[src/rtl/mc_pkg.sv]
// rtl/mc_pkg.sv - shared state, opcode, alu_phase and instruction-class definitions for mc_ctrl
package mc_pkg;

  // State encodings (also visible on the debug state port)
  localparam logic [2:0] ST_IF   = 3'd0;
  localparam logic [2:0] ST_ID   = 3'd1;
  localparam logic [2:0] ST_EX   = 3'd2;
  localparam logic [2:0] ST_MEM  = 3'd3;
  localparam logic [2:0] ST_WB   = 3'd4;
  localparam logic [2:0] ST_HALT = 3'd7;

  typedef enum logic [2:0] {
    S_IF   = ST_IF,
    S_ID   = ST_ID,
    S_EX   = ST_EX,
    S_MEM  = ST_MEM,
    S_WB   = ST_WB,
    S_HALT = ST_HALT
  } state_e;

  // Opcodes (instr[31:26])
  localparam logic [5:0] OP_RTYPE = 6'b000000;
  localparam logic [5:0] OP_LW    = 6'b100011;
  localparam logic [5:0] OP_LH    = 6'b100001;
  localparam logic [5:0] OP_LHU   = 6'b100101;
  localparam logic [5:0] OP_LB    = 6'b100000;
  localparam logic [5:0] OP_LBU   = 6'b100100;
  localparam logic [5:0] OP_SW    = 6'b101011;
  localparam logic [5:0] OP_SH    = 6'b101001;
  localparam logic [5:0] OP_SB    = 6'b101000;
  localparam logic [5:0] OP_BEQ   = 6'b000100;
  localparam logic [5:0] OP_BNE   = 6'b000101;
  localparam logic [5:0] OP_J     = 6'b000010;
  localparam logic [5:0] OP_JAL   = 6'b000011;
  // I-type ALU ops occupy 001000..001111
  localparam logic [2:0] OP_IALU_HI = 3'b001;

  // Funct codes (instr[5:0])
  localparam logic [5:0] FN_JR = 6'b001000;

  // ALU operand phase
  localparam logic [1:0] AP_PC4 = 2'b00;
  localparam logic [1:0] AP_BR  = 2'b01;
  localparam logic [1:0] AP_EXE = 2'b10;

  typedef enum logic [3:0] {
    IC_R,
    IC_LOAD,
    IC_STORE,
    IC_BRANCH,
    IC_JUMP,
    IC_JAL,
    IC_JR,
    IC_IALU,
    IC_ILL
  } iclass_e;

endpackage

[src/rtl/mc_iclass.sv]
// rtl/mc_iclass.sv - combinational Op/Funct to instruction-class decode
module mc_iclass
  import mc_pkg::*;
(
  input  logic [5:0] op_i,
  input  logic [5:0] funct_i,
  output iclass_e    cls_o
);

  // Anything not matched below is an illegal opcode
  always_comb begin
    cls_o = IC_ILL;
    case (op_i)
      OP_RTYPE:                         cls_o = (funct_i == FN_JR) ? IC_JR : IC_R;
      OP_LW, OP_LH, OP_LHU, OP_LB, OP_LBU: cls_o = IC_LOAD;
      OP_SW, OP_SH, OP_SB:              cls_o = IC_STORE;
      OP_BEQ, OP_BNE:                   cls_o = IC_BRANCH;
      OP_J:                             cls_o = IC_JUMP;
      OP_JAL:                           cls_o = IC_JAL;
      default: begin
        if (op_i[5:3] == OP_IALU_HI) cls_o = IC_IALU;
      end
    endcase
  end

endmodule

[src/rtl/mc_ctrl.sv]
// rtl/mc_ctrl.sv - multicycle MIPS sequencing controller; MC_CTRL_PERF_EN adds cyc_cnt/ret_cnt
module mc_ctrl
  import mc_pkg::*;
#(
  parameter int WAIT_MAX = 15,
  parameter int CNT_W    = 32
) (
  input  logic             clk,
  input  logic             rst,
  input  logic [5:0]       Op,
  input  logic [5:0]       Funct,
  input  logic             Zero,
  input  logic             mem_ready,
  output logic             mem_req,
  output logic             mem_we,
  output logic             iord,
  output logic             ir_we,
  output logic             pc_we,
  output logic             pc_cond,
  output logic             reg_we,
  output logic [1:0]       alu_phase,
  output logic [2:0]       state,
  output logic             retire,
  output logic             illegal,
  output logic             bus_err
`ifdef MC_CTRL_PERF_EN
  ,
  output logic [CNT_W-1:0] cyc_cnt,
  output logic [CNT_W-1:0] ret_cnt
`endif
);

  // Last wait count that may still be followed by a successful mem_ready
  localparam logic [7:0] WAIT_LAST = 8'(WAIT_MAX - 1);

  state_e     state_q;
  logic [7:0] wait_q;
  iclass_e    cls_q;
  logic       bne_q;
  logic       illegal_q;
  logic       bus_err_q;
  iclass_e    cls_id;
  logic       wait_expire;

  mc_iclass u_iclass (
    .op_i    (Op),
    .funct_i (Funct),
    .cls_o   (cls_id)
  );

  // This cycle is the WAIT_MAX-th consecutive one without mem_ready
  assign wait_expire = !mem_ready && (wait_q == WAIT_LAST);

  // Sequencer: state, wait counter, latched class and sticky flags
  always_ff @(posedge clk or negedge rst) begin
    if (!rst) begin
      state_q   <= S_IF;
      wait_q    <= 8'd0;
      cls_q     <= IC_ILL;
      bne_q     <= 1'b0;
      illegal_q <= 1'b0;
      bus_err_q <= 1'b0;
    end else begin
      case (state_q)
        S_IF: begin
          if (mem_ready) begin
            wait_q  <= 8'd0;
            state_q <= S_ID;
          end else if (wait_expire) begin
            bus_err_q <= 1'b1;
            state_q   <= S_HALT;
          end else begin
            wait_q <= wait_q + 8'd1;
          end
        end
        S_ID: begin
          // Class is held so EX/MEM do not depend on Op after ID
          cls_q <= cls_id;
          bne_q <= Op[0];
          case (cls_id)
            IC_JUMP, IC_JAL, IC_JR: state_q <= S_IF;
            IC_ILL: begin
              illegal_q <= 1'b1;
              state_q   <= S_HALT;
            end
            default: state_q <= S_EX;
          endcase
        end
        S_EX: begin
          case (cls_q)
            IC_BRANCH:         state_q <= S_IF;
            IC_LOAD, IC_STORE: state_q <= S_MEM;
            default:           state_q <= S_WB;
          endcase
        end
        S_MEM: begin
          if (mem_ready) begin
            wait_q  <= 8'd0;
            state_q <= (cls_q == IC_STORE) ? S_IF : S_WB;
          end else if (wait_expire) begin
            bus_err_q <= 1'b1;
            state_q   <= S_HALT;
          end else begin
            wait_q <= wait_q + 8'd1;
          end
        end
        S_WB:    state_q <= S_IF;
        default: state_q <= S_HALT;
      endcase
    end
  end

  // Strobes depend on the handshake/decode of the current cycle; reset forces them low at once
  always_comb begin
    mem_req   = 1'b0;
    mem_we    = 1'b0;
    iord      = 1'b0;
    ir_we     = 1'b0;
    pc_we     = 1'b0;
    pc_cond   = 1'b0;
    reg_we    = 1'b0;
    alu_phase = AP_PC4;
    retire    = 1'b0;
    if (rst) begin
      case (state_q)
        S_IF: begin
          mem_req = 1'b1;
          if (mem_ready) begin
            ir_we = 1'b1;
            pc_we = 1'b1;
          end
        end
        S_ID: begin
          case (cls_id)
            IC_JUMP, IC_JR: begin
              pc_we  = 1'b1;
              retire = 1'b1;
            end
            IC_JAL: begin
              pc_we  = 1'b1;
              reg_we = 1'b1;
              retire = 1'b1;
            end
            default: ;
          endcase
        end
        S_EX: begin
          alu_phase = AP_EXE;
          if (cls_q == IC_BRANCH) begin
            alu_phase = AP_BR;
            pc_cond   = 1'b1;
            pc_we     = bne_q ? !Zero : Zero;
            retire    = 1'b1;
          end
        end
        S_MEM: begin
          mem_req = 1'b1;
          iord    = 1'b1;
          mem_we  = (cls_q == IC_STORE);
          if (mem_ready && (cls_q == IC_STORE)) retire = 1'b1;
        end
        S_WB: begin
          reg_we = 1'b1;
          retire = 1'b1;
        end
        default: ;
      endcase
    end
  end

  assign state   = state_q;
  assign illegal = illegal_q;
  assign bus_err = bus_err_q;

`ifdef MC_CTRL_PERF_EN
  logic [CNT_W-1:0] cyc_q;
  logic [CNT_W-1:0] ret_q;

  // Free-running active-cycle and retired-instruction counters
  always_ff @(posedge clk or negedge rst) begin
    if (!rst) begin
      cyc_q <= '0;
      ret_q <= '0;
    end else begin
      if (state_q != S_HALT) cyc_q <= cyc_q + {{(CNT_W-1){1'b0}}, 1'b1};
      if (retire)            ret_q <= ret_q + {{(CNT_W-1){1'b0}}, 1'b1};
    end
  end

  assign cyc_cnt = cyc_q;
  assign ret_cnt = ret_q;
`endif

endmodule

[config.mk]
export PLATFORM = sky130hd
export DESIGN_NAME = mc_ctrl
export DESIGN_NICKNAME = d
export VERILOG_FILES = /design/src/rtl/mc_pkg.sv /design/src/rtl/mc_iclass.sv /design/src/rtl/mc_ctrl.sv
export SDC_FILE = /design/constraint.sdc
export NUM_CORES = 1
export LEC_CHECK = 0
export ABC_AREA = 1
export CAP_MARGIN = 10
export CELL_PAD_IN_SITES_DETAIL_PLACEMENT = 1
export CELL_PAD_IN_SITES_GLOBAL_PLACEMENT = 2
export CORE_ASPECT_RATIO = 0.7
export CORE_MARGIN = 2
export CORE_UTILIZATION = 28
export CTS_BUF_LIST = sky130_fd_sc_hd__clkbuf_4
export DETAILED_ROUTE_END_ITERATION = 8
export GPL_TIMING_DRIVEN = 0
export PLACE_DENSITY = 0.82
export SYNTH_ARGS = -nofsm -noshare
export SYNTH_HDL_FRONTEND = slang
export SYNTH_SLANG_ARGS = --single-unit
[constraint.sdc]
create_clock -name clk -period 2.1 [get_ports clk]
set_clock_uncertainty 0.1 [all_clocks]
set_input_delay 0.42 -clock clk [delete_from_list [all_inputs] [get_ports clk]]
set_output_delay 0.42 -clock clk [all_outputs]
set_load 0.05 [all_outputs]
After elaboration in Yosys (flattened, before gate mapping)
Index checks and enable logic that the tools add are counted.
{"block": "op_classes", "addsub": 1, "n_eq_ne": 27, "n_mux": 38, "bitwise": 1, "n_reduce_logical": 15}
{"cell": "$eq 6x6->1 const B", "count": 8}
{"cell": "$pmux 4 s6", "count": 1}
{"cell": "$mux 1", "count": 20}
{"cell": "$mux 8", "count": 2}
{"cell": "$mux 3", "count": 5}
{"cell": "$pmux 3 s5", "count": 1}
{"cell": "$eq 4x3->1 const B", "count": 3}
{"cell": "$eq 6x2->1 const B", "count": 2}
{"cell": "$eq 6x3->1 const B", "count": 2}
{"cell": "$pmux 3 s2", "count": 2}
{"cell": "$add 8x1->8 const B", "count": 1}
{"cell": "$eq 4x2->1 const B", "count": 2}
{"cell": "$eq 8x4->1 const B", "count": 1}
{"cell": "$eq 3x1->1 const B", "count": 2}
{"cell": "$eq 3x2->1 const B", "count": 2}
{"cell": "$eq 6x4->1 const B", "count": 1}
{"cell": "$logic_not 6->1", "count": 1}
{"cell": "$mux 2", "count": 3}
{"cell": "$reduce_or 2->1", "count": 3}
{"cell": "$reduce_or 3->1", "count": 2}
{"cell": "$reduce_or 5->1", "count": 1}
{"cell": "$eq 4x1->1 const B", "count": 1}
{"cell": "$eq 4x4->1 const B", "count": 1}
{"cell": "$mux 4", "count": 1}
{"cell": "other kinds (11)", "count": 14}
{"block": "totals", "reg_bits": 18, "wordCells": 88}

Logic depth before layout (Yosys ltp)
Gate-level depths: netlist of the first run.
{"block": "logic_depth", "depth_word": 8, "ltp_mapped": 9, "mapped_depth_nobuf": 9}

Hierarchy
Synthesis of the first run repeated with hierarchy kept, for this count alone.
{"block": "unflattened", "cells_unflattened": 204, "hier_area_um2": 1310.0}
{"module": "mc_ctrl", "instances": 1, "cells_per_inst": 170, "area_per_inst_um2": 1148.6, "seq_area_each_um2": 451.7}
{"module": "mc_iclass", "instances": 1, "cells_per_inst": 34, "area_per_inst_um2": 161.4, "seq_area_each_um2": 0.0}

Worst setup path before layout of the first run
Ideal clock, no wire load.
{"block": "synth_path", "kind": "flip-flop to output port", "from": "reg state_q[1] (netlist: state[1])", "to": "out alu_phase[0]", "arrival_time_ps": 2515, "t_required_ps": 1580, "path_slack_ps": -935, "path_stages_with_launch": 4, "path_buffers": 1, "path_cell_list": "dfrtp_1 > nand3_1 > nor3_1 > buf_4"}
{"block": "synth_via", "elab_chain_len": 3}
{"element": "from (decl)", "line_no": "mc_ctrl.sv:36", "rtl": "state_e state_q;"}
{"element": "from (signal assigned)", "line_no": "mc_ctrl.sv:99", "rtl": "state_q <= (cls_q == IC_STORE) ? S_IF : S_WB;"}
{"element": "$eq 3x2->1", "line_no": "mc_ctrl.sv:125", "rtl": "case (state_q)"}
{"element": "$mux 2", "line_no": "mc_ctrl.sv:125"}
{"element": "$mux 2", "line_no": "mc_ctrl.sv:124", "rtl": "if (rst) begin"}
{"element": "to (decl)", "line_no": "mc_ctrl.sv:21", "rtl": "output logic [1:0] alu_phase,"}
Every way passes these cells.

Final worst setup path of the first run
{"block": "layout_path", "from": "reg state_q[0] (netlist: state[0])", "to": "out reg_we"}
{"block": "layout_via", "elab_chain_len": 3}
{"element": "$eq 3x3->1 or $eq 3x1->1 (tied branches)", "line_no": "mc_ctrl.sv:125"}
{"element": "$pmux 1 s2 *", "line_no": "mc_ctrl.sv:125"}
{"element": "$mux 1 *", "line_no": "mc_ctrl.sv:124"}
{"element": "to (decl)", "line_no": "mc_ctrl.sv:20", "rtl": "output logic reg_we,"}
Every way passes the cells marked *; elsewhere a longest branch is shown, timed or not.

==> results of run 1 <==
-- cells in the mapped netlist (all sizes together) --
| master | count |
|---|---|
| nand2 | 45 |
| nor2 | 33 |
| inv | 30 |
| nand3 | 18 |
| dfrtp | 17 |
| o21ai | 16 |
| nand4 | 9 |
| a21oi | 7 |
| nor3 | 7 |
| buf | 3 |
| ha | 2 |
| nand3b | 2 |
| o211ai | 2 |
| or2 | 2 |
| a21o | 1 |
| clkinv | 1 |
| dfstp | 1 |
| o21bai | 1 |
| o31ai | 1 |
| xor2 | 1 |
-- routing by layer --
metal / GRT usage [%] / up-vias
met5: 0 / -
li1: - / 776
met3: 3.038 / 4
met2: 24.10 / 38
met4: 2.679 / 0
met1: 28.54 / 671
-- power groups by stage --
| stage | registers [W] | logic [W] | clock network (W) |
|---|---|---|---|
| after global routing | 0.000347 | 0.0000962 | 0.000215 |
| final | 0.000347 | 0.0000849 | 0.000196 |
| after global placement | 0.000353 | 0.0000737 | 0 |
| after detailed placement | 0.000353 | 0.0000746 | 0 |
| after CTS | 0.000347 | 0.0000823 | 0.000205 |
| after floorplan | 0.000353 | 0.0000269 | 0 |
-- state kept, by name, indices dropped and copies added, names as in the netlist --
signal	flops
wait_q	8
bus_err	1
bne_q	1
illegal	1
cls_q	4
state	3
-- tightest hold or removal path, delay by kind of cell (launching register included) --
family,cells,cell delay [ps]
flip-flops,1,370
buffers and inverters,1,40
AND/OR/NAND/NOR,1,50
-- timing repair --
action | 4_1_cts | 5_1_grt
setup endpoints to repair | 12 | 11
hold endpoints to repair | 17 | 0
setup buffers | 20 | 8
pin swaps | 15 | 7
resized for setup | 103 | 17
hold buffers | 2 | 0
-- worst paths after layout --
path | slack (ps) | end | depth (start not counted)
max | -50 | reg_we | 7
min | 380 | illegal | 2
max reg2reg | 400 | wait_q[7] | 8
min reg2reg | 380 | illegal | 2
max in group asynchronous | 630 | state[1] | 2
min in group asynchronous | 620 | cls_q[3] | 2
-- per-stage QoR --
step / TNS [ps] / power [W] / hold WS (ps)
after floorplan: -30.13 / 0.0003802 / 24.41
after global placement: -17920 / 0.0004269 / 362.5
after detailed placement: -18090 / 0.0004277 / 356.6
after CTS: -94.67 / 0.0006342 / 395.4
after global routing: -461.8 / 0.0006582 / 413.6
final: -113.4 / 0.0006279 / 382.0
-- layout make-up --
| class | instances | area [um^2] |
|---|---|---|
| Fill cell | 595 | 2586 |
| Buffer | 3 | 23.77 |
| Clock buffer | 3 | 22.52 |
| Sequential cell | 18 | 455.4 |
| Multi-Input combinational cell | 147 | 905.9 |
| Timing Repair Buffer | 60 | 508.0 |
| Tap cell | 57 | 71.32 |
| Clock inverter | 1 | 3.754 |
| Inverter | 31 | 126.4 |
-- logic make-up (layout without fill, tap and decap cells) --
kind of cell | Yosys count | after routing
xor+xnor | 1 | 1
compound gates | 28 | 28
buf+inv | 34 | 98
fa+ha+maj | 2 | 2
flops | 18 | 18
simple gates | 116 | 116
==> flow_summary.yaml, run 1 <==
detailed_routing:
  vias_per_cell: 4.653
  wl_met1_mm: 2.479
  routed-wl-met3_um: 183
  post-route-drc-count: 0
  via_count: 1489
  wl_met2_mm: 1.697
  drt-total-wl_mm: 4.398
  detail-route-antenna-nets: 0
  drt-initial-drc-count: 65
  top_layer: "met4"
  wl_per_cell_um: 13.74
  first_pass_iters: 4
placement:
  dpl_worst_slack_ps: -1974
  gp_congestion: 0.7162
  io_buffers: 30
  dp_hpwl_mm: 3.110
  placed_area_mm2: 0.001765
  dp_cells: 286
worst_setup_path:
  cp-end-kind: "output pin"
  path_common_cell: "nor2_2"
  path_delay_family: "simple AND/OR/NAND/NOR gates"
  crit_type: "reg2out"
  reg2reg_from: "wait_q[0]"
  crit_path_start: "state[0]"
  crit_buf_inv: 3
  arrival_ps: 1630
  path_max_fanout: 5
  required_ps: 1580
  startpoint_type: "flip-flop"
  cp_slowest_cell: "dfrtp_2"
  slowest_delay_ps: 420
  path_cells: "inv_4, nor3_4, inv_2, nor2_2, nor2_2, nor2_2, buf_6"
pwr:
  combPwrFrac_pct: 13.5
  powerDensity_mw_per_mm2: 296.6
  internal-power_w: 0.0004504
  power.share.switching_pct: 28.27
  p_seq_share_pct: 55.2
  p_leak_nw: 1.003
  max-vdd-ir-drop_mv: 0.1798
  p_clk_share_pct: 31.3
  switching_power_w: 0.0001775
logic_synthesis:
  ys_seq_elements: 18
  syn_nets: 217
  netlist_area_mm2: 0.001344
  synth_warnings: 0
  synth_cell_types: 30
  synthAdderAreaFrac_pct: 1.862
  synth_compound_area_share_pct: 11.92
  yosys.area.top_type_share_pct: 31.66
  yosysSeqAreaShare_pct: 33.61
  synthTopCellsByArea: "dfrtp_1 (32%), nand2_1 (12%), nor2_1 (8.1%)"
  syn_area_per_cell_um2: 6.753
  synthesis.instances: 199
  synth-simple-area-share_pct: 41.53
  synthMuxAreaShare_pct: 0
  synth_top_family_by_area: "simple AND/OR/NAND/NOR gates"
  yosys.area.top_type: "dfrtp_1"
  synth-xor-area-share_pct: 0.6518
clock_tree:
  clkTransAtPathRegs_ps: 120
  cts_buffers: 3
  clk_latency_ps: 310
  htreeDepth: 1
  root_buffer: "clkbuf_4"
  cts_tree: "done"
  cts.sinks: 18
  cts_buffer_depth: 2
die:
  num_io_pins: 31
  core_mm2: 0.004703
  start_util_pct: 28.57
  dieHeight_um: 61.96
  die_w_um: 86.80
  rows: 21
  die_area_mm2: 0.005378
layout:
  nets: 282
  post-route-util_pct: 45.01
  final_cell_mix: "nand2_1 (41), buf_4 (31), inv_1 (24)"
  area_growth_pct: 57.54
  stdcell_count: 320
  antennaDiodeCount: 0
  drive_gt1_share_pct: 34.98
  stdcell_area_mm2: 0.002117
  layout_commonest_cell: "nand2_1"
status:
  status: "complete, but fails checks"
  violations: "negative setup slack"
timing:
  slew_headroom_pct: 42.71
  tightest_slew_ps: 856.6
  rsz0062_at_grt: "true"
  finalHoldViolCount: 0
  fin_crit_sh_pct: 102.4
  max_freq_ghz: 0.4652
  finalSetupViolations: 3
  setup_slack_ps: -49.48
  slew_viol_final: 0
  period_needed_ps: 2149
hold_path:
  min_from: "illegal"
  hp-class: "reg2reg"
global_route:
  grtUsageTotal_pct: 17.58
  antenna_found_initial: 0
  grt_max_degree: 18
  grt_pass1_wl_mm: 7.231
  grt.overflow.total: 0
  grt_pass1_vias: 1469
flow_run:
  timing.max_cap.violations: 0
Power figures use the tool's default switching activity.
==> inputs of run 2 (changes only) <==
Settings changed: CTS_CLUSTER_DIAMETER set to 30, MAX_ROUTING_LAYER set to met4.
==> run 2 against run 1 <==
Wire length about the same. Via count is 0.34% higher. Core utilization is the same. Fmax about the same. The run still ends with negative setup slack left. Flip-flop and latch count unchanged. Largest power group unchanged. Setup slack got worse by 1.2 ps. Combinational power hardly changed. Critical endpoint unchanged.
==> flow_summary.yaml, run 2 (same netlist as run 1, synthesis figures left out) <==
die:
  die_w_um: 86.80
  core_mm2: 0.004703
  dieHeight_um: 61.96
  num_io_pins: 31
  rows: 21
  die_area_mm2: 0.005378
  start_util_pct: 28.57
clock_tree:
  cts.sinks: 18
  htreeDepth: 1
  clk_latency_ps: 310
  clkTransAtPathRegs_ps: 120
  cts_buffers: 3
  root_buffer: "clkbuf_4"
  cts_buffer_depth: 2
  cts_tree: "done"
global_route:
  grtUsageTotal_pct: 18.15
  grt_pass1_wl_mm: 7.224
  grt_max_degree: 18
  grt_pass1_vias: 1470
  grt.overflow.total: 0
  antenna_found_initial: 0
layout:
  drive_gt1_share_pct: 34.98
  nets: 282
  multiInputGateArea_um2: 905.9
  largest_reg_flops: 8
  layout_commonest_cell: "nand2_1"
  antennaDiodeCount: 0
  stdcell_count: 320
  final_cell_mix: "nand2_1 (41), buf_4 (31), inv_1 (24)"
  area_growth_pct: 57.54
  regMostFlops: "wait_q"
  fill_cells: 595
  regArea_um2: 455.4
hold_path:
  hp-class: "reg2reg"
detailed_routing:
  first_pass_iters: 4
  via_count: 1494
  wl_per_cell_um: 13.76
  drt-initial-drc-count: 72
  post-route-drc-count: 0
  drt-total-wl_mm: 4.402
  detail-route-antenna-nets: 0
  vias_per_cell: 4.669
worst_setup_path:
  path_common_cell: "nor2_2"
  cp-endpoint: "reg_we"
  slowest_delay_ps: 420
  rrSetupSlack_ps: 400
  r2r_cells: 8
  path_cells: "inv_4, nor3_4, inv_2, nor2_2, nor2_2, nor2_2, buf_6"
  crit_type: "reg2out"
  r2r_end: "wait_q[7]"
  cp-end-kind: "output pin"
  path_max_fanout: 5
  cp_slowest_cell: "dfrtp_2"
  arrival_ps: 1630
  reg2reg_from: "wait_q[0]"
  crit_path_start: "state[0]"
  startpoint_type: "flip-flop"
  required_ps: 1580
timing:
  slew_viol_final: 0
  tns_ps: -116.8
  setup_slack_ps: -50.65
  fin_crit_sh_pct: 102.4
  slew_headroom_pct: 43.00
  fin_hold_ws_ps: 382.0
  finalSetupViolations: 3
  period_needed_ps: 2151
  tightest_slew_ps: 852.2
  max_freq_ghz: 0.4650
  rsz0062_at_grt: "true"
  finalHoldViolCount: 0
pwr:
  max-vdd-ir-drop_mv: 0.1806
  power_w: 0.0006287
  p_leak_nw: 1.003
  powerDensity_mw_per_mm2: 297.0
placement:
  gp_congestion: 0.7244
  dp_hpwl_mm: 3.110
  dp_cells: 286
  io_buffers: 30
status:
  status: "complete, but fails checks"
  violations: "negative setup slack"
flow_run:
  timing.max_cap.violations: 0
[run 2: final cells by class]
| type | count | area share (%) |
|---|---|---|
| flip-flops and latches | 18 | 21.51 |
| repair buffers | 60 | 24.00 |
| multi-input cells | 147 | 42.79 |
| inverters | 31 | 5.969 |
| clock buffers | 3 | 1.064 |
| clock inverters | 1 | 0.1773 |
| plain buffers | 3 | 1.123 |
| well taps | 57 | 3.369 |
[run 2: per-stage QoR]
stage	utilization [%]	cell area [um^2]	setup slack (ps)
global placement	37.54	1765	-1950
finish	45.01	2117	-50.65
global route	45.01	2117	-154.0
floorplan	-	1394	-18.67
CTS	42.83	2014	-65.16
detailed placement	37.54	1765	-1974
[run 2: repair_timing]
action | in CTS | in global routing
hold buffers | 2 | 0
pin swaps | 15 | 7
hold endpoints to repair | 17 | 0
setup buffers | 20 | 8
endpoints found under the setup margin | 12 | 11
gates resized for setup | 103 | 17
[run 2: worst min path at each step]
stage                     cells after the start      from  endpoint
after detailed placement                      2   illegal   illegal
after global routing                          2  cls_q[3]  cls_q[3]
after floorplan                               0       rst     bne_q
after global placement                        2  cls_q[3]  cls_q[3]
final                                         2   illegal   illegal
after CTS                                     2   illegal   illegal
[run 2: power by group]
group | leakage (nW) | internal [W] | switching [W]
clock | 0.0154 | 0.0000695 | 0.000128
combinational | 0.783 | 0.0000344 | 0.0000507
sequential | 0.205 | 0.000347 | 0
total | 1.00 | 0.000450 | 0.000178
[run 2: critical path: cells and delay by family, from the launching register on]
family        cells  cell delay [ps]
buf+inv           3              330
flops             1              420
simple gates      4              560
[run 2: metal layers]
metal / share of wire, % / global-route usage, %
met2: 39 / 24.10
met4: 0.84 / 2.679
met3: 4.7 / 3.038
met5: 0 / -
met1: 56 / 28.54
